## src/rtl/sha1_pkg.sv

```systemverilog
// Shared types and constants for the SHA-1 pipeline sequencer.
package sha1_pkg;
  localparam int unsigned ROUNDS_PER_STAGE = 20;
  localparam int unsigned NSTAGE           = 4;
  localparam int unsigned NSLOT            = 4;

  typedef logic [1:0] slot_t;

  typedef struct packed {
    logic  valid;
    slot_t slot;
    logic  first;
  } stage_t;

  typedef enum logic {
    EP_STOP = 1'b0,
    EP_RUN  = 1'b1
  } ep_state_t;
endpackage

```

## src/rtl/sha1_pipe_sched_if.sv

```systemverilog
// Chunk-job intake handshake between a job producer and the sequencer.
interface sha1_pipe_sched_if;
  import sha1_pkg::*;

  logic  chunk_valid;
  logic  chunk_ready;
  slot_t chunk_slot;
  logic  chunk_first;

  modport master (output chunk_valid, output chunk_slot, output chunk_first, input chunk_ready);
  modport slave  (input chunk_valid, input chunk_slot, input chunk_first, output chunk_ready);
endinterface

```

## src/rtl/sha1_epoch_ctr.sv

```systemverilog
// Epoch round counter: runs 0..ROUNDS_PER_STAGE-1 and strobes adv on every
// transition into round 0 (including the final drain step that stops it).
module sha1_epoch_ctr #(
  parameter int unsigned ROUNDS_PER_STAGE = sha1_pkg::ROUNDS_PER_STAGE
) (
  input  logic                                clk,
  input  logic                                rst,
  input  logic                                pend_v,
  input  logic                                live,
  output logic                                adv,
  output logic                                run_nxt,
  output logic [$clog2(ROUNDS_PER_STAGE)-1:0] r_nxt
);
  import sha1_pkg::*;

  localparam int unsigned   RW   = $clog2(ROUNDS_PER_STAGE);
  localparam logic [RW-1:0] LAST = RW'(ROUNDS_PER_STAGE - 1);

  ep_state_t     state_q, state_d;
  logic [RW-1:0] r_q;

  always_comb begin
    state_d = state_q;
    adv     = 1'b0;
    r_nxt   = r_q;
    case (state_q)
      EP_STOP: begin
        if (pend_v) begin
          adv     = 1'b1;
          state_d = EP_RUN;
          r_nxt   = '0;
        end
      end
      EP_RUN: begin
        if (r_q == LAST) begin
          // still advance when stopping so the last stage retires
          adv   = 1'b1;
          r_nxt = '0;
          if (!(live || pend_v)) state_d = EP_STOP;
        end else begin
          r_nxt = r_q + 1'b1;
        end
      end
      default: state_d = EP_STOP;
    endcase
  end

  assign run_nxt = (state_d == EP_RUN);

  always_ff @(posedge clk or posedge rst) begin
    if (rst) begin
      state_q <= EP_STOP;
      r_q     <= '0;
    end else begin
      state_q <= state_d;
      r_q     <= r_nxt;
    end
  end
endmodule

```

## src/rtl/sha1_pipe_sched.sv

```systemverilog
// SHA-1 pipeline sequencer: pending-job intake, lock-step stage shifting,
// per-slot busy tracking and writeback/completion handling.
module sha1_pipe_sched #(
  parameter int unsigned ROUNDS_PER_STAGE = sha1_pkg::ROUNDS_PER_STAGE
) (
  input  logic                    clk,
  input  logic                    reset,
  sha1_pipe_sched_if.slave        chunk,
  output logic [3:0]              feed,
  output logic [3:0]              next,
  output logic [1:0]              msgIn_cnt,
  output logic [1:0]              msgOut_cnt,
  output logic                    finalStage,
  output logic                    first_chunk,
  input  logic                    op_ready,
  output logic [6:0]              round0,
  output logic [6:0]              round1,
  output logic [6:0]              round2,
  output logic [6:0]              round3,
  output logic                    done_valid,
  output logic [1:0]              done_slot,
  output logic [3:0]              busy,
  output logic                    idle
);
  import sha1_pkg::*;

  localparam int unsigned   RW   = $clog2(ROUNDS_PER_STAGE);
  localparam logic [RW-1:0] LAST = RW'(ROUNDS_PER_STAGE - 1);

  stage_t           stg_q [NSTAGE];
  stage_t           stg_d [NSTAGE];
  logic             pend_v, pend_v_d, pend_first, pend_first_d;
  slot_t            pend_slot, pend_slot_d;
  logic [NSLOT-1:0] busy_d;
  logic             wb_pend, wb_pend_d;
  slot_t            wb_slot, wb_slot_d;
  logic             done_d, fin_d, idle_d, load, live, any_v;
  logic             adv, run_nxt;
  logic [RW-1:0]    r_nxt;
  logic [3:0]       feed_d, next_d;
  logic [6:0]       round_d [NSTAGE];
  logic [6:0]       round_q [NSTAGE];

  assign chunk.chunk_ready = ~pend_v;
  assign live              = stg_q[0].valid | stg_q[1].valid | stg_q[2].valid;
  assign msgOut_cnt        = wb_slot;
  assign round0            = round_q[0];
  assign round1            = round_q[1];
  assign round2            = round_q[2];
  assign round3            = round_q[3];

  sha1_epoch_ctr #(.ROUNDS_PER_STAGE(ROUNDS_PER_STAGE)) u_ctr (
    .clk     (clk),
    .rst     (reset),
    .pend_v  (pend_v),
    .live    (live),
    .adv     (adv),
    .run_nxt (run_nxt),
    .r_nxt   (r_nxt)
  );

  // Outputs are registered from next-state values so they line up with r.
  always_comb begin
    stg_d        = stg_q;
    pend_v_d     = pend_v;
    pend_slot_d  = pend_slot;
    pend_first_d = pend_first;
    busy_d       = busy;
    any_v        = 1'b0;
    load         = adv & pend_v & ~busy[pend_slot];

    if (adv) begin
      for (int unsigned k = 1; k < NSTAGE; k++) stg_d[k] = stg_q[k-1];
      stg_d[0] = load ? stage_t'{valid: 1'b1, slot: pend_slot, first: pend_first} : '0;
    end

    if (load) begin
      pend_v_d = 1'b0;
    end else if (chunk.chunk_valid && !pend_v) begin
      pend_v_d     = 1'b1;
      pend_slot_d  = chunk.chunk_slot;
      pend_first_d = chunk.chunk_first;
    end

    done_d = op_ready & wb_pend;
    if (done_d) busy_d[wb_slot] = 1'b0;
    if (load)   busy_d[pend_slot] = 1'b1;

    fin_d     = run_nxt & (r_nxt == LAST) & stg_d[3].valid;
    wb_pend_d = fin_d ? 1'b1 : (done_d ? 1'b0 : wb_pend);
    wb_slot_d = fin_d ? stg_d[3].slot : wb_slot;

    for (int unsigned k = 0; k < NSTAGE; k++) begin
      feed_d[k]  = run_nxt & (r_nxt == '0) & stg_d[k].valid;
      next_d[k]  = run_nxt & (r_nxt != '0) & stg_d[k].valid;
      round_d[k] = stg_d[k].valid ? 7'(k * ROUNDS_PER_STAGE + r_nxt) : '0;
      any_v      = any_v | stg_d[k].valid;
    end

    idle_d = ~pend_v_d & ~any_v & (busy_d == '0);
  end

  always_ff @(posedge clk or posedge reset) begin
    if (reset) begin
      for (int unsigned k = 0; k < NSTAGE; k++) begin
        stg_q[k]   <= '0;
        round_q[k] <= '0;
      end
      pend_v      <= 1'b0;
      pend_slot   <= '0;
      pend_first  <= 1'b0;
      busy        <= '0;
      wb_pend     <= 1'b0;
      wb_slot     <= '0;
      done_valid  <= 1'b0;
      done_slot   <= '0;
      feed        <= '0;
      next        <= '0;
      finalStage  <= 1'b0;
      msgIn_cnt   <= '0;
      first_chunk <= 1'b0;
      idle        <= 1'b1;
    end else begin
      for (int unsigned k = 0; k < NSTAGE; k++) begin
        stg_q[k]   <= stg_d[k];
        round_q[k] <= round_d[k];
      end
      pend_v      <= pend_v_d;
      pend_slot   <= pend_slot_d;
      pend_first  <= pend_first_d;
      busy        <= busy_d;
      wb_pend     <= wb_pend_d;
      wb_slot     <= wb_slot_d;
      done_valid  <= done_d;
      if (done_d) done_slot <= wb_slot;
      feed        <= feed_d;
      next        <= next_d;
      finalStage  <= fin_d;
      msgIn_cnt   <= stg_d[0].slot;
      first_chunk <= stg_d[0].first;
      idle        <= idle_d;
    end
  end
endmodule

```

## src/flat_wrapper.sv

```systemverilog
// flat-port wrapper written by rule: the top's interface ports become plain ports
module sha1_pipe_sched_flat import sha1_pkg::*;
#(
  parameter int unsigned ROUNDS_PER_STAGE = sha1_pkg::ROUNDS_PER_STAGE
)
  (clk, reset, feed, next, msgIn_cnt, msgOut_cnt, finalStage, first_chunk, op_ready, round0, round1, round2, round3, done_valid, done_slot, busy, idle, chunk_chunk_valid, chunk_chunk_slot, chunk_chunk_first, chunk_chunk_ready);
  sha1_pipe_sched_if chunk_i ();
  input  logic clk;
  input  logic reset;
  output logic [3:0] feed;
  output logic [3:0] next;
  output logic [1:0] msgIn_cnt;
  output logic [1:0] msgOut_cnt;
  output logic finalStage;
  output logic first_chunk;
  input  logic op_ready;
  output logic [6:0] round0;
  output logic [6:0] round1;
  output logic [6:0] round2;
  output logic [6:0] round3;
  output logic done_valid;
  output logic [1:0] done_slot;
  output logic [3:0] busy;
  output logic idle;
  input wire logic [$bits(chunk_i.chunk_valid)-1:0] chunk_chunk_valid;
  input wire logic [$bits(chunk_i.chunk_slot)-1:0] chunk_chunk_slot;
  input wire logic [$bits(chunk_i.chunk_first)-1:0] chunk_chunk_first;
  output wire logic [$bits(chunk_i.chunk_ready)-1:0] chunk_chunk_ready;
  assign chunk_i.chunk_valid = chunk_chunk_valid;
  assign chunk_i.chunk_slot = chunk_chunk_slot;
  assign chunk_i.chunk_first = chunk_chunk_first;
  assign chunk_chunk_ready = chunk_i.chunk_ready;
  sha1_pipe_sched #(.ROUNDS_PER_STAGE(ROUNDS_PER_STAGE)) u_core (.clk(clk), .reset(reset), .chunk(chunk_i), .feed(feed), .next(next), .msgIn_cnt(msgIn_cnt), .msgOut_cnt(msgOut_cnt), .finalStage(finalStage), .first_chunk(first_chunk), .op_ready(op_ready), .round0(round0), .round1(round1), .round2(round2), .round3(round3), .done_valid(done_valid), .done_slot(done_slot), .busy(busy), .idle(idle));
endmodule
```

## config.mk

```make
export PLATFORM = sky130hd
export DESIGN_NAME = sha1_pipe_sched_flat
export DESIGN_NICKNAME = d
export VERILOG_FILES = /design/src/rtl/sha1_pkg.sv /design/src/rtl/sha1_pipe_sched_if.sv /design/src/rtl/sha1_epoch_ctr.sv /design/src/rtl/sha1_pipe_sched.sv /design/src/flat_wrapper.sv
export SDC_FILE = /design/constraint.sdc
export NUM_CORES = 1
export LEC_CHECK = 0
export CAP_MARGIN = 20
export CORE_UTILIZATION = 45
export CTS_CLUSTER_DIAMETER = 40
export DETAILED_ROUTE_END_ITERATION = 7
export GPL_TIMING_DRIVEN = 0
export MAX_ROUTING_LAYER = met4
export PLACE_DENSITY_LB_ADDON = 0.05
export SYNTH_ARGS = -nofsm -noshare
export SYNTH_HDL_FRONTEND = slang
export SYNTH_SLANG_ARGS = --single-unit
```

## constraint.sdc

```tcl
create_clock -name clk -period 2.35 [get_ports clk]
set_input_delay 0.3525 -clock clk [delete_from_list [all_inputs] [get_ports clk]]
set_output_delay 0.3525 -clock clk [all_outputs]
set_load 0.02 [all_outputs]
```

==> flow_metrics.py <==
metrics = {
    "clocking": {
        "path_clk_slew_ns": 0.07,
        "cts_made_buffers": 9,
        "clock_latency_ns": 0.33,
        "cts_buffer_depth": 2,
        "cts-hold-fix-buffers": 0,
        "root_buffer": "clkbuf_8",
        "tritoncts_clock_tree": "yes",
        "cts_num_sinks": 68,
        "cts.htree.levels": 3,
    },
    "grt": {
        "grt_util_met1": 0.254,
        "grtUsageMet3": 0.0343,
        "grt-ovfl-total": 0,
        "grt_pass1_vias": 1726,
        "busiest_layer": "met2",
        "grt_pass1_wl_um": 8270,
        "maximum_number_of_pins_on_one_net_before_global_route_repair": 43,
        "groute.layer.met2.usage": 0.257,
        "antenna_violations_before_repair": 0,
        "gr-usage-all-layers": 0.185,
    },
    "route": {
        "routed_wirelength_um": 5210,
        "post-route-drc-count": 0,
        "dr.first_iter.drc_count": 59,
        "route.detailed.wl_per_inst_um": 14.1,
        "routed_via_density": 4.85,
        "route.antenna.remaining_nets": 0,
        "detail_route.first_pass.iterations": 4,
        "total_number_of_vias": 1793,
    },
    "flow_run": {
        "max_cap_viol_count": 0,
    },
    "placed_design": {
        "place.gp.congestion": 0.827,
        "dp.final_hpwl_um": 3410,
        "numPortBuffers": 54,
        "place_area_um2": 3400,
    },
    "power_and_ir_drop": {
        "p_int_mw": 3.15,
        "power.share.switching": 0.335,
        "p_clk_frac": 0.271,
        "p_seq_frac": 0.356,
        "netsw_mw": 1.58,
        "power.density_nw_per_um2": 1270,
        "worst_ir_drop_vdd_v": 0.000659,
        "leakage_nw": 1.79,
        "combPwrFrac": 0.374,
    },
    "timing": {
        "finalHoldViolations": 0,
        "slew_violations": 0,
        "whs_ns": 0.391,
        "finalCriticalPeriod_ns": 2.28,
        "fin_setup_tns_ns": 0,
        "clock_tree_skew_after_final_layout_ns": 0.00721,
        "worst_slew_margin_rel": 0.522,
        "final-setup-viol-count": 0,
        "fin_crit_sh": 0.971,
        "fmax_mhz": 438,
        "tightest_slew_ns": 0.703,
    },
    "final_layout": {
        "nFillCells": 476,
        "mostFrequentLayoutCells": "dfrtp_1, clkdlybuf4s50_1, nor2_1, nand2_1, inv_1",
        "final_common_cell": "dfrtp_1",
        "postLayoutCoreUtil": 0.632,
        "layout.nets": 304,
        "fraction_of_final_layout_cells_sized_beyond_drive_strength_1": 0.217,
        "ant_diodes": 0,
        "postLayoutCellArea_um2": 3720,
        "syn2layout_area_growth_pct": 36.2,
    },
    "synthesis": {
        "syn-cell-area_um2": 2730,
        "postSynthAreaPerCell_um2": 12.5,
        "synthFlopType": "dfrtp_1",
        "synth-simple-area-share": 0.143,
        "largest_family_of_logic_cells_by_synthesized_area": "simple AND/OR/NAND/NOR gates",
        "yosys-mux-area-fraction": 0.0892,
        "asyncSetResetFlopFracSynth": 1.00,
        "postSynthRegisterBits": 68,
        "synthXorXnorAreaFrac": 0.00320,
        "adder_cell_share_of_the_synthesized_area": 0.0320,
        "ys_top_cells_by_area": "dfrtp_1, nor2_1, mux2_2",
        "synth_seq_area_share": 0.623,
        "synthCells": 218,
        "synth_area_leader_cell": "dfrtp_1",
        "number_of_flops_mapped_to_enable_cells_by_yosys": 0,
        "synthesis.yosys.warnings": 0,
        "synth_compound_area_frac": 0.0691,
        "synth_top_area_share": 0.613,
        "synthDistinctLibCells": 47,
    },
    "floorplan": {
        "top_level_ports": 58,
        "core_area_um2": 5890,
        "die_width_um": 79.9,
        "floorplan.initialDensity": 0.464,
        "dieArea_um2": 6390,
        "die_h_um": 79.9,
        "num_rows": 28,
    },
    "worst_setup_path": {
        "startpoint_type": "flop",
        "endpoint_kind": "flop",
        "worstPathMaxFanout": 5,
        "worst-endpoint-required_ns": 2.57,
        "worst-setup-path-type": "flop to flop",
        "worst_ep_arrival_time_ns": 2.50,
    },
    "status": {
        "status": "finished, final reports clean",
    },
    "min_path": {
        "hold_path.class": "primary input to asynchronous set/reset pin",
    },
}
cell usage after synthesis, types with 2 or more instances:
cell,n
inv_2,2
nand2b_1,6
nor2_1,34
o21ai_0,5
o32a_1,2
dfrtp_1,67
nand4_1,2
a21oi_1,5
nor2b_1,6
buf_4,5
mux2_2,11
nand3_1,3
mux2i_1,2
a21oi_2,2
nand2_1,15
mux2_4,2
inv_1,12
and2_1,2
ha_1,7
cell families (layout without fill, tap and decap cells):
group,Yosys count,after routing
AOI/OAI and AO/OA,24,24
xor gates and xnor gates,1,1
adders and majority gates,7,7
buffers and inverters,21,96
DFF,68,68
muxes,19,19
other,1,3
and+or+nand+nor,77,77
sequential cells by signal, indices dropped and copies added (netlist names), 4 cells and up:
signal            cells
u_core.feed           4
u_core.round0         5
u_core.stg_q         10
u_core.u_ctr.r_q      5
u_core.round2         7
u_core.round1         6
u_core.next           4
u_core.busy           4
u_core.round3         7
final cells by class:
type	instances	area, um^2	share of cell area
Timing Repair Buffer	59	591	0.159
Inverter	14	52.6	0.0141
Clock buffer	10	138	0.0370
Sequential cell	68	1700	0.458
Buffer	7	53.8	0.0145
Multi-Input combinational cell	131	956	0.257
Clock inverter	6	134	0.0360
Tap cell	75	93.8	0.0252
per-stage QoR:
| stage | std cells | power, mW | worst slack, ns |
|---|---|---|---|
| finish | 370 | 4.73 | 0.0671 |
| global placement | 349 | 3.36 | -0.826 |
| detailed placement | 350 | 3.39 | -0.273 |
| CTS | 368 | 4.75 | 0.0379 |
| global route | 370 | 5.01 | -0.00410 |
| floorplan | 220 | 2.76 | 0.0216 |
worst max-delay path: stages, from the launching register on:
cell and delay (ns):
dfrtp_2 0.42, ha_2 0.21, and4bb_4 0.23, nor2b_4 0.15, a21oi_1 0.08, mux2_4 0.29, ha_2 0.19, nand4_1 0.12
nand3b_4 0.16, mux2_1 0.31
worst paths after layout:
check	from	end	slack, ns	cells after the start
max	u_core.u_ctr.r_q[0]$_DFF_PP0_	u_core.msgOut_cnt[1]$_DFFE_PP0P_	0.07	9
min	reset	u_core.msgOut_cnt[0]$_DFFE_PP0P_	0.39	2
max reg2reg	u_core.u_ctr.r_q[0]$_DFF_PP0_	u_core.msgOut_cnt[1]$_DFFE_PP0P_	0.07	9
min reg2reg	u_core.done_slot[1]$_DFFE_PP0P_	u_core.done_slot[1]$_DFFE_PP0P_	0.48	2
max in group asynchronous	reset	u_core.u_ctr.state_q$_DFF_PP0_	1.34	3
min in group clk	u_core.done_slot[1]$_DFFE_PP0P_	u_core.done_slot[1]$_DFFE_PP0P_	0.48	2
power groups by stage:
| stage | registers [mW] | logic, mW | clock network (mW) |
|---|---|---|---|
| floorplan | 1.88 | 0.877 | 0 |
| global placement | 1.70 | 1.66 | 0 |
| detailed placement | 1.71 | 1.68 | 0 |
| CTS | 1.68 | 1.76 | 1.31 |
| global route | 1.72 | 1.94 | 1.35 |
| finish | 1.68 | 1.77 | 1.28 |
repair_timing:
| item | CTS | global route |
|---|---|---|
| gates resized for setup | 7 | 1 |
| pin swaps | 0 | 0 |
| setup endpoints to repair | 24 | 10 |
| buffers inserted | 2 | 2 |
metal layers:
layer,share of wire,vias to the layer above
met5,0,-
met4,0.010,0
met3,0.027,5
met2,0.47,38
met1,0.49,886
li1,-,864
(Power assumes the default switching activity.)
